[src/rtl/sram_phase_ctrl_if.sv]
// Request-side handshake between a memory client (self-test or CPU path) and
// the SRAM phase sequencer.
interface sram_phase_ctrl_if #(
   parameter int unsigned ADDR_W = 19,
   parameter int unsigned DATA_W = 32
);
   logic              req;
   logic              we;
   logic [ADDR_W-1:0] addr;
   logic [DATA_W-1:0] wdata;
   logic              ack;
   logic              busy;
   logic [DATA_W-1:0] rdata;

   modport master (
      output req, we, addr, wdata,
      input  ack, busy, rdata
   );

   modport slave (
      input  req, we, addr, wdata,
      output ack, busy, rdata
   );
endinterface

[src/rtl/sram_phase_ctrl.sv]
// Single-port access engine for the 512k x 32 asynchronous SRAM: turns a one-cycle
// request into setup / strobe / hold phases with all pin outputs registered.
module sram_phase_ctrl #(
   parameter int unsigned ADDR_W     = 19,
   parameter int unsigned DATA_W     = 32,
   parameter int unsigned SETUP_CYC  = 1,
   parameter int unsigned STROBE_CYC = 1,
   parameter int unsigned HOLD_CYC   = 1
) (
   input  logic              fastclk,
   input  logic              rst,
   sram_phase_ctrl_if.slave  bus,
   output logic [ADDR_W-1:0] ram_addr,
   output logic [DATA_W-1:0] ram_data_out,
   output logic              ram_data_oe,
   input  logic [DATA_W-1:0] ram_data_in,
   output logic              ram_wr,
   output logic              ram_oe,
   output logic              ram_cs,
   output logic              ram_ub_b,
   output logic              ram_lb_b
);

   if (SETUP_CYC < 1 || SETUP_CYC > 15 || STROBE_CYC < 1 || STROBE_CYC > 15 ||
       HOLD_CYC < 1 || HOLD_CYC > 15) begin : g_bad_param
      $error("sram_phase_ctrl: SETUP_CYC, STROBE_CYC and HOLD_CYC must be 1..15");
   end

   localparam logic [3:0] SetupLd  = 4'(SETUP_CYC - 1);
   localparam logic [3:0] StrobeLd = 4'(STROBE_CYC - 1);
   localparam logic [3:0] HoldLd   = 4'(HOLD_CYC - 1);

   typedef enum logic [1:0] {StIdle, StSetup, StStrobe, StHold} state_e;

   state_e            state_q, state_d;
   logic [3:0]        cnt_q, cnt_d;
   logic              we_q, we_d;
   logic              ack_q, ack_d;
   logic              busy_q, busy_d;
   logic [DATA_W-1:0] rdata_q, rdata_d;
   logic [ADDR_W-1:0] addr_q, addr_d;
   logic [DATA_W-1:0] wdata_q, wdata_d;
   logic              wr_q, wr_d;
   logic              oe_q, oe_d;
   logic              cs_q, cs_d;
   logic              doe_q, doe_d;

   always_comb begin
      state_d = state_q;
      cnt_d   = cnt_q;
      we_d    = we_q;
      ack_d   = 1'b0;
      busy_d  = busy_q;
      rdata_d = rdata_q;
      addr_d  = addr_q;
      wdata_d = wdata_q;
      wr_d    = wr_q;
      oe_d    = oe_q;
      cs_d    = cs_q;
      doe_d   = doe_q;
      unique case (state_q)
         StIdle: begin
            if (bus.req) begin
               state_d = StSetup;
               cnt_d   = SetupLd;
               we_d    = bus.we;
               addr_d  = bus.addr;
               wdata_d = bus.wdata;
               busy_d  = 1'b1;
               cs_d    = 1'b0;
               doe_d   = bus.we;
            end
         end
         StSetup: begin
            if (cnt_q == 4'd0) begin
               state_d = StStrobe;
               cnt_d   = StrobeLd;
               wr_d    = ~we_q;
               oe_d    = we_q;
            end else begin
               cnt_d = cnt_q - 4'd1;
            end
         end
         StStrobe: begin
            if (cnt_q == 4'd0) begin
               state_d = StHold;
               cnt_d   = HoldLd;
               wr_d    = 1'b1;
               oe_d    = 1'b1;
               // OE is still low up to this edge, so the pins carry valid read data.
               if (!we_q) begin
                  rdata_d = ram_data_in;
               end
            end else begin
               cnt_d = cnt_q - 4'd1;
            end
         end
         StHold: begin
            if (cnt_q == 4'd0) begin
               state_d = StIdle;
               ack_d   = 1'b1;
               busy_d  = 1'b0;
               cs_d    = 1'b1;
               doe_d   = 1'b0;
            end else begin
               cnt_d = cnt_q - 4'd1;
            end
         end
         default: state_d = StIdle;
      endcase
   end

   always_ff @(posedge fastclk) begin
      if (rst) begin
         state_q <= StIdle;
         cnt_q   <= 4'd0;
         we_q    <= 1'b0;
         ack_q   <= 1'b0;
         busy_q  <= 1'b0;
         rdata_q <= '0;
         addr_q  <= '0;
         wdata_q <= '0;
         wr_q    <= 1'b1;
         oe_q    <= 1'b1;
         cs_q    <= 1'b1;
         doe_q   <= 1'b0;
      end else begin
         state_q <= state_d;
         cnt_q   <= cnt_d;
         we_q    <= we_d;
         ack_q   <= ack_d;
         busy_q  <= busy_d;
         rdata_q <= rdata_d;
         addr_q  <= addr_d;
         wdata_q <= wdata_d;
         wr_q    <= wr_d;
         oe_q    <= oe_d;
         cs_q    <= cs_d;
         doe_q   <= doe_d;
      end
   end

   assign bus.ack      = ack_q;
   assign bus.busy     = busy_q;
   assign bus.rdata    = rdata_q;
   assign ram_addr     = addr_q;
   assign ram_data_out = wdata_q;
   assign ram_data_oe  = doe_q;
   assign ram_wr       = wr_q;
   assign ram_oe       = oe_q;
   // Both byte lanes are always enabled together with the chip select.
   assign ram_cs       = cs_q;
   assign ram_ub_b     = cs_q;
   assign ram_lb_b     = cs_q;

endmodule

[src/flat_wrapper.sv]
// flat-port wrapper written by rule: the top's interface ports become plain ports
module sram_phase_ctrl_flat 
#(
   parameter int unsigned ADDR_W     = 19,
   parameter int unsigned DATA_W     = 32,
   parameter int unsigned SETUP_CYC  = 1,
   parameter int unsigned STROBE_CYC = 1,
   parameter int unsigned HOLD_CYC   = 1
)
  (fastclk, rst, ram_addr, ram_data_out, ram_data_oe, ram_data_in, ram_wr, ram_oe, ram_cs, ram_ub_b, ram_lb_b, bus_req, bus_we, bus_addr, bus_wdata, bus_ack, bus_busy, bus_rdata);
  sram_phase_ctrl_if #(.ADDR_W(ADDR_W), .DATA_W(DATA_W)) bus_i ();
  input  logic fastclk;
  input  logic rst;
  output logic [ADDR_W-1:0] ram_addr;
  output logic [DATA_W-1:0] ram_data_out;
  output logic ram_data_oe;
  input  logic [DATA_W-1:0] ram_data_in;
  output logic ram_wr;
  output logic ram_oe;
  output logic ram_cs;
  output logic ram_ub_b;
  output logic ram_lb_b;
  input wire logic [$bits(bus_i.req)-1:0] bus_req;
  input wire logic [$bits(bus_i.we)-1:0] bus_we;
  input wire logic [$bits(bus_i.addr)-1:0] bus_addr;
  input wire logic [$bits(bus_i.wdata)-1:0] bus_wdata;
  output wire logic [$bits(bus_i.ack)-1:0] bus_ack;
  output wire logic [$bits(bus_i.busy)-1:0] bus_busy;
  output wire logic [$bits(bus_i.rdata)-1:0] bus_rdata;
  assign bus_i.req = bus_req;
  assign bus_i.we = bus_we;
  assign bus_i.addr = bus_addr;
  assign bus_i.wdata = bus_wdata;
  assign bus_ack = bus_i.ack;
  assign bus_busy = bus_i.busy;
  assign bus_rdata = bus_i.rdata;
  sram_phase_ctrl #(.ADDR_W(ADDR_W), .DATA_W(DATA_W), .SETUP_CYC(SETUP_CYC), .STROBE_CYC(STROBE_CYC), .HOLD_CYC(HOLD_CYC)) u_core (.fastclk(fastclk), .rst(rst), .bus(bus_i), .ram_addr(ram_addr), .ram_data_out(ram_data_out), .ram_data_oe(ram_data_oe), .ram_data_in(ram_data_in), .ram_wr(ram_wr), .ram_oe(ram_oe), .ram_cs(ram_cs), .ram_ub_b(ram_ub_b), .ram_lb_b(ram_lb_b));
endmodule
[config.mk]
export PLATFORM = sky130hd
export DESIGN_NAME = sram_phase_ctrl_flat
export DESIGN_NICKNAME = d
export VERILOG_FILES = /design/src/rtl/sram_phase_ctrl_if.sv /design/src/rtl/sram_phase_ctrl.sv /design/src/flat_wrapper.sv
export SDC_FILE = /design/constraint.sdc
export NUM_CORES = 1
export LEC_CHECK = 0
export ABC_AREA = 0
export CORE_MARGIN = 1.5
export CORE_UTILIZATION = 43
export CTS_CLUSTER_DIAMETER = 100
export CTS_CLUSTER_SIZE = 28
export DETAILED_ROUTE_END_ITERATION = 8
export PLACE_DENSITY_LB_ADDON = 0.12
export SLEW_MARGIN = 10
export SYNTH_ARGS = -nofsm -noshare
export SYNTH_HDL_FRONTEND = slang
export SYNTH_SLANG_ARGS = --single-unit
[constraint.sdc]
create_clock -name fastclk -period 4.3 [get_ports fastclk]
set_clock_uncertainty 0.05 [all_clocks]
set_input_delay 0.43 -clock fastclk [delete_from_list [all_inputs] [get_ports fastclk]]
set_output_delay 0.43 -clock fastclk [all_outputs]
set_load 0.01 [all_outputs]
==> impl_summary.txt, run 1 <==
----------------------------------------------------
[Outcome]
  Result of the run ... complete, no violations

[CTS]
  CTS H-Tree Depth ... 3
  Clock Path Buffers ... 2
  TritonCTS Buffers ... 9
  Clock root buffer master ... sky130_fd_sc_hd__clkbuf_8
  Later-pin clock latency in the skew report ... 350 ps
  Post-cts hold buffer count ... 0
  CTS clk-pin slew, worst paths ... around 90 ps
  Post-CTS setup-driven buffer insertion count ... 0
  Clock net sink count ... 96
  Clock tree from TritonCTS ... built
  Number of gates resized after cts ... 0

[Final layout]
  Relative area change from synthesis to final layout ... 54.21%
  Post-route non-filler standard cell count ... approximately 710
  Post-route cell area ... 5588 um^2
  Final Core Density ... approximately two thirds
  Most common cell after layout, fill and taps aside ... sky130_fd_sc_hd__clkdlybuf4s50_1
  Fraction of final layout cells with drive strength greater than 1 ... about 6.3%
  Antenna fix cells ... 0
  Fin nets ... 693
  Most frequent cells in the layout ... sky130_fd_sc_hd__clkdlybuf4s50_1 (176), sky130_fd_sc_hd__nand2_1 (172), sky130_fd_sc_hd__dfxtp_1 (96)
  Number of fill cells ... 692

[Floorplan]
  Row Count ... 33
  Effective utilization at floorplan ... between 40% and 50%
  Floorplan die area ... 8986 um^2
  I/O pins ... approximately 180
  Overall die height ... between 90 and 100 um
  Core area ... 8175 um^2
  Die extent in x ... about 95 um

[Job]
  Max-capacitance violation count ... 0

[Critical path]
  Critical Setup Path Class ... flip-flop to flip-flop
  Endpoint arrival time on the critical path ... 2600 ps
  Slowest stage cell on the critical path ... sky130_fd_sc_hd__nand3b_1
  Kind of start point of the critical path ... flip-flop
  Critical path buffers and inverters ... 1
  Crit path required time ... between 4000 and 5000 ps
  Slowest cell delay on critical path ... 840 ps
  Biggest fanout along the worst timing path ... 32
  Critical path endpoint category ... flip-flop
  Kind of cell adding the most delay to the critical path ... simple AND/OR/NAND/NOR gates
  Cell breakdown of the critical path ... inv_1 -> ha_1 -> nor3b_4 -> nand3b_1 -> nand2_1 -> a21oi_2

[Pwr]
  Post-layout total power ... 2788 uW
  PD cells ... about 500 nW/um^2
  Static Leakage ... 0.001995 uW
  Worst vdd rail ir drop ... 0.2388 mV

[Placement]
  Number of port buffers ... 177
  Post-detailed-placement cell area ... 5360 um^2
  DPL Wire Length ... 6.320 mm
  RePlAce Congestion ... a little under 0.8
  Post-Place Cells ... 693

[Detailed routing]
  Total Wirelength ... 9.346 mm
  Number of vias after detailed routing ... approximately 3500
  Post-route antenna net violation count ... 0
  Number of detailed-route iterations in the first pass ... 4
  Initial DRC count ... 145
  Post-DR vias/cell ... 4.873
  Routed length per placed instance ... 13.18 um
  Residual DRC count ... 0

[GRT]
  Vias in the first global route ... 3338
  Pin count of the biggest net entering global routing ... 95
  Wire length of the first global-routing pass ... 14.52 mm
  Antenna violations before repair ... 0
  Final global-route overflow total ... 0
  Overall global routing resource usage ... approximately a fifth

[STA]
  Final Hold Fails ... 0
  Fraction of the cycle the final worst path needs ... about 57%
  Setup_tns ... 0 ps
  Finish-stage setup viols ... 0
  Unrepaired setup endpoints after global routing ... false
  Final max-slew violation count ... 0
  Relative slew margins ... a little under a quarter
  Transition at the pin with the smallest max-transition slack ... around 1100 ps
  Max frequency ... between 400 and 500 MHz
  Min Clock Period, post-route ... roughly 2500 ps

[Logic synthesis]
  Register bit total from synthesis ... 96
  Average size of a mapped cell ... 8.198 um^2
  Mapped cell area ... 3623 um^2
  Count of cell types in the netlist ... 32
  Portion of the post-synthesis area used by sequential elements ... ~53%
  Syn_nets ... around 540
  Cell count after synthesis ... 442
  Syn. warnings ... 0

[Worst hold path]
  Hold Path Class ... flip-flop to flip-flop

----------------------------------------------------
## final timing paths
path                                           endpoint  slack [ps]  depth (start not counted)                    start
worst min-delay path            u_core.ram_data_out[27]         410                          2  u_core.ram_data_out[27]
worst min register to register  u_core.ram_data_out[27]         410                          2  u_core.ram_data_out[27]
worst max-delay path               u_core.bus.rdata[28]        1850                          6          u_core.cnt_q[0]
worst max register to register     u_core.bus.rdata[28]        1850                          6          u_core.cnt_q[0]
## cell type report
| type | count | area, um^2 | area share, % |
|---|---|---|---|
| Clock buffer | 9 | 123.9 | 2.217 |
| Clock inverter | 7 | 103.9 | 1.858 |
| Inverter | 6 | 22.52 | 0.4030 |
| Multi-Input combinational cell | 309 | 1515 | 27.12 |
| Sequential cell | 96 | 1922 | 34.39 |
| Tap cell | 105 | 131.4 | 2.351 |
| Timing Repair Buffer | 177 | 1769 | 31.66 |
## synthesized netlist by cell type
cell type	number	share of area (%)
sky130_fd_sc_hd__a211oi_1	1	0.21
sky130_fd_sc_hd__a21o_2	1	0.24
sky130_fd_sc_hd__a21oi_1	72	9.9
sky130_fd_sc_hd__a21oi_2	16	3.9
sky130_fd_sc_hd__a22oi_1	1	0.21
sky130_fd_sc_hd__a31oi_1	1	0.17
sky130_fd_sc_hd__and2_1	1	0.17
sky130_fd_sc_hd__and3_2	1	0.21
sky130_fd_sc_hd__and3b_1	1	0.24
sky130_fd_sc_hd__buf_1	1	0.10
sky130_fd_sc_hd__buf_2	2	0.28
sky130_fd_sc_hd__buf_4	2	0.41
sky130_fd_sc_hd__buf_6	1	0.31
sky130_fd_sc_hd__buf_8	3	1.2
sky130_fd_sc_hd__clkbuf_1	22	2.3
sky130_fd_sc_hd__dfxtp_1	96	53
sky130_fd_sc_hd__ha_1	7	2.4
sky130_fd_sc_hd__inv_1	6	0.62
sky130_fd_sc_hd__mux2i_1	3	0.83
sky130_fd_sc_hd__nand2_1	173	18
sky130_fd_sc_hd__nand2b_1	1	0.17
sky130_fd_sc_hd__nand3_1	1	0.14
sky130_fd_sc_hd__nand3b_1	3	0.62
sky130_fd_sc_hd__nor2_1	5	0.52
sky130_fd_sc_hd__nor2b_1	3	0.52
sky130_fd_sc_hd__nor3_1	4	0.55
sky130_fd_sc_hd__nor3b_1	3	0.62
sky130_fd_sc_hd__nor3b_4	1	0.52
sky130_fd_sc_hd__nor4_1	1	0.17
sky130_fd_sc_hd__o21ai_0	7	0.97
sky130_fd_sc_hd__o21bai_1	1	0.21
sky130_fd_sc_hd__or4b_1	1	0.28
## cell families (layout without fill, tap and decap cells)
| logic type | Yosys count | count (layout) | share of synthesized area [%] |
|---|---|---|---|
| mux | 3 | 3 | 0.8288 |
| buf+inv | 37 | 199 | 5.248 |
| flops | 96 | 96 | 53.04 |
| compound gates | 100 | 100 | 15.82 |
| fa+ha+maj | 7 | 7 | 2.417 |
| simple gates | 199 | 199 | 22.65 |
## flip-flops by register name, summed over array words and instances (netlist names), 2 cells and up
name                 count
u_core.bus.rdata        32
u_core.cnt_q             4
u_core.ram_addr         19
u_core.ram_data_out     32
u_core.state_q           2
## per-layer routing
layer	track usage [%]	up-vias	share of wire, %
met2	36.25	130	46
met3	7.166	13	10
met4	8.582	0	1.8
met1	22.09	1571	42
met5	0	-	0
li1	-	1741	-
## per-stage QoR
stage                     hold WS (ps)  setup WS [ps]
after floorplan                  411.7           2704
after global placement           390.4           1965
after detailed placement         395.7           1852
after CTS                        408.3           1835
after global routing             427.5           1525
final                            407.5           1849
## report_power, final
part / switching (uW) / internal, uW / leakage (uW) / total, uW
clock network: 324 / 335 / 0.000108 / 659
logic: 515 / 484 / 0.00110 / 999
registers: 83.0 / 1050 / 0.000784 / 1130
total: 923 / 1860 / 0.00199 / 2790
## worst register-to-register path, cell delays in order, from the launching register on
cell,delay (ps)
sky130_fd_sc_hd__dfxtp_1,320
sky130_fd_sc_hd__inv_1,100
sky130_fd_sc_hd__ha_1,150
sky130_fd_sc_hd__nor3b_4,360
sky130_fd_sc_hd__nand3b_1,850
sky130_fd_sc_hd__nand2_1,390
sky130_fd_sc_hd__a21oi_2,80
(Power assumes the default switching activity.)
==> run 2: changes to the inputs <==
- CORE_UTILIZATION: 43 -> 36
- clock period: 4.3 -> 2 ns (I/O delays scaled with it)
==> run 2 against run 1 <==
Against the previous run: fmax is 38% higher; sequential power is 110% higher; via count is 0.26% higher; critical path depth stayed put.
==> impl_summary.txt, run 2 (same netlist as run 1, synthesis figures left out) <==
----------------------------------------------------
[Outcome]
  Result of the run ... complete, no violations (unchanged)

[STA]
  Finish-stage setup viols ... 0 (unchanged)
  Min Clock Period, post-route ... 1770 ps (was 2451 ps)
  Final Hold Fails ... 0 (unchanged)
  Setup_tns ... 0 ps (unchanged)
  Fraction of the cycle the final worst path needs ... 88.48% (was 56.99%)
  Max frequency ... 565.1 MHz (was 408.1 MHz)
  Transition at the pin with the smallest max-transition slack ... 483.8 ps (was 1143 ps)
  Unrepaired setup endpoints after global routing ... false (unchanged)
  Final max-slew violation count ... 0 (unchanged)
  Relative slew margins ... 67.75% (was 23.56%)

[Critical path]
  Critical path endpoint category ... flip-flop (unchanged)
  R2r endpoint ... u_core.cnt_q[2] (was u_core.bus.rdata[28])
  Crit path required time ... 2230 ps (was 4450 ps)
  Biggest fanout along the worst timing path ... 5 (was 32)
  RR Startpoint ... u_core.state_q[0] (was u_core.cnt_q[0])
  Flop-to-flop setup slack ... 230 ps (was 1850 ps)
  Cell count of the worst reg-to-reg path ... 6 (unchanged)
  Kind of start point of the critical path ... flip-flop (unchanged)
  Critical Setup Path Class ... flip-flop to flip-flop (unchanged)
  Endpoint arrival time on the critical path ... 2000 ps (was 2600 ps)

[CTS]
  Later-pin clock latency in the skew report ... 350 ps (about the same)
  Clock net sink count ... 96 (unchanged)
  Post-CTS setup-driven buffer insertion count ... 0 (unchanged)
  CTS H-Tree Depth ... 3 (unchanged)
  Clock root buffer master ... sky130_fd_sc_hd__clkbuf_8 (unchanged)
  Clock Path Buffers ... 2 (unchanged)
  CTS clk-pin slew, worst paths ... 90 ps (about the same)
  TritonCTS Buffers ... 9 (unchanged)
  Clock tree from TritonCTS ... built (unchanged)

[Final layout]
  Most common cell after layout, fill and taps aside ... sky130_fd_sc_hd__clkdlybuf4s50_1 (unchanged)
  Number of fill cells ... 908 (was 692)
  Fraction of final layout cells with drive strength greater than 1 ... 7.038% (was 6.291%)
  Fin nets ... 700 (was 693)
  Final Core Density ... 58.01% (was 68.35%)
  Relative area change from synthesis to final layout ... 56.49% (was 54.21%)
  Most frequent cells in the layout ... sky130_fd_sc_hd__clkdlybuf4s50_1 (176), sky130_fd_sc_hd__nand2_1 (172), sky130_fd_sc_hd__dfxtp_1 (96) (unchanged)
  Antenna fix cells ... 0 (unchanged)

[Floorplan]
  I/O pins ... 178 (unchanged)
  Floorplan die area ... 10680 um^2 (was 8986 um^2)
  Overall die height ... 103.3 um (was 94.80 um)
  Die extent in x ... 103.3 um (was 94.80 um)
  Row Count ... 36 (was 33)
  Core area ... 9774 um^2 (was 8175 um^2)
  Effective utilization at floorplan ... 37.07% (was 44.32%)

[Detailed routing]
  Initial DRC count ... 115 (was 145)
  Post-DR vias/cell ... 4.656 (was 4.873)
  Total Wirelength ... 9.606 mm (was 9.346 mm)
  Routed length per placed instance ... 12.91 um (was 13.18 um)
  Residual DRC count ... 0 (unchanged)
  Post-route antenna net violation count ... 0 (unchanged)
  Number of detailed-route iterations in the first pass ... 4 (unchanged)
  Number of vias after detailed routing ... 3464 (was 3455)

[Placement]
  DPL Wire Length ... 6.899 mm (was 6.320 mm)
  Number of port buffers ... 177 (unchanged)
  RePlAce Congestion ... 0.7919 (was 0.7697)

[Job]
  Max-capacitance violation count ... 0 (unchanged)

[Pwr]
  Static Leakage ... 0.002021 uW (was 0.001995 uW)
  Worst vdd rail ir drop ... 0.4213 mV (was 0.2388 mV)
  PD cells ... 1029 nW/um^2 (was 498.9 nW/um^2)

[GRT]
  Antenna violations before repair ... 0 (unchanged)
  Pin count of the biggest net entering global routing ... 52 (was 95)
  Wire length of the first global-routing pass ... 14.67 mm (was 14.52 mm)
  Final global-route overflow total ... 0 (unchanged)
  Overall global routing resource usage ... 17.70% (was 20.51%)
  Vias in the first global route ... 3249 (was 3338)

[Worst hold path]
  Capture endpoint of the worst hold path ... u_core.cnt_q[1] (was u_core.ram_data_out[27])
  Worst hold path startpoint ... rst (was u_core.ram_data_out[27])
  Hold Path Class ... input port to flip-flop (was flip-flop to flip-flop)
  Worst hold path depth ... 2 (unchanged)

----------------------------------------------------
-- run 2: per-stage QoR --
step                      std cells  total power, uW  instance area (um^2)  hold WS, ps  setup slack (ps)
after floorplan                 442             3697                  3623        283.4             404.3
after global placement          728             4728                  5498        391.0             282.5
after detailed placement        728             4784                  5498        395.7             113.6
after CTS                       744             5913                  5664        222.8             93.88
after global routing            744             6251                  5670        251.8             78.45
final                           744             5833                  5670        239.7             230.4
-- run 2: area by class of cell --
class | count | area [um^2] | area share, %
Tap cell | 133 | 166.4 | 2.935
Inverter | 6 | 22.52 | 0.3972
Multi-Input combinational cell | 309 | 1521 | 26.83
Sequential cell | 96 | 1922 | 33.89
Clock inverter | 3 | 17.52 | 0.3089
Timing Repair Buffer | 184 | 1872 | 33.01
Clock buffer | 13 | 148.9 | 2.626
-- run 2: routing by layer --
metal / wire [um] / track usage [%] / up-vias / part of all wire [%]
met5: 0 / 0 / - / 0
met3: 1122 / 8.602 / 16 / 12
met1: 3765 / 19.30 / 1562 / 39
met2: 4473 / 29.40 / 135 / 47
met4: 245 / 7.588 / 0 / 2.6
li1: - / - / 1751 / -
-- run 2: what timing repair did --
action,4_1_cts,5_1_grt
resized for setup,0,1
setup endpoints to repair,0,4
hold buffers,0,0
hold endpoints to repair,0,0
-- run 2: how the worst max path moves through the flow --
stage | startpoint | to | slack, ps
floorplan | u_core.state_q[0] | u_core.cnt_q[2] | 400
global placement | u_core.state_q[0] | u_core.cnt_q[2] | 280
detailed placement | u_core.state_q[0] | u_core.cnt_q[2] | 110
CTS | u_core.state_q[0] | u_core.cnt_q[2] | 90
global route | u_core.cnt_q[0] | u_core.bus.rdata[14] | 80
finish | u_core.state_q[0] | u_core.cnt_q[2] | 230
-- run 2: critical path: stages, from the launching register on --
cell and delay, ps:
sky130_fd_sc_hd__dfxtp_1 370, sky130_fd_sc_hd__inv_1 100, sky130_fd_sc_hd__ha_1 270, sky130_fd_sc_hd__nor2b_1 210, sky130_fd_sc_hd__nor4_2 400, sky130_fd_sc_hd__nand3b_1 130
sky130_fd_sc_hd__a31oi_1 180
-- run 2: power breakdown --
part	total, uW	leakage [uW]	internal [uW]	switching, uW
logic	2300	0.00115	1140	1160
registers	2420	0.000784	2250	173
clock network	1110	0.0000834	484	627
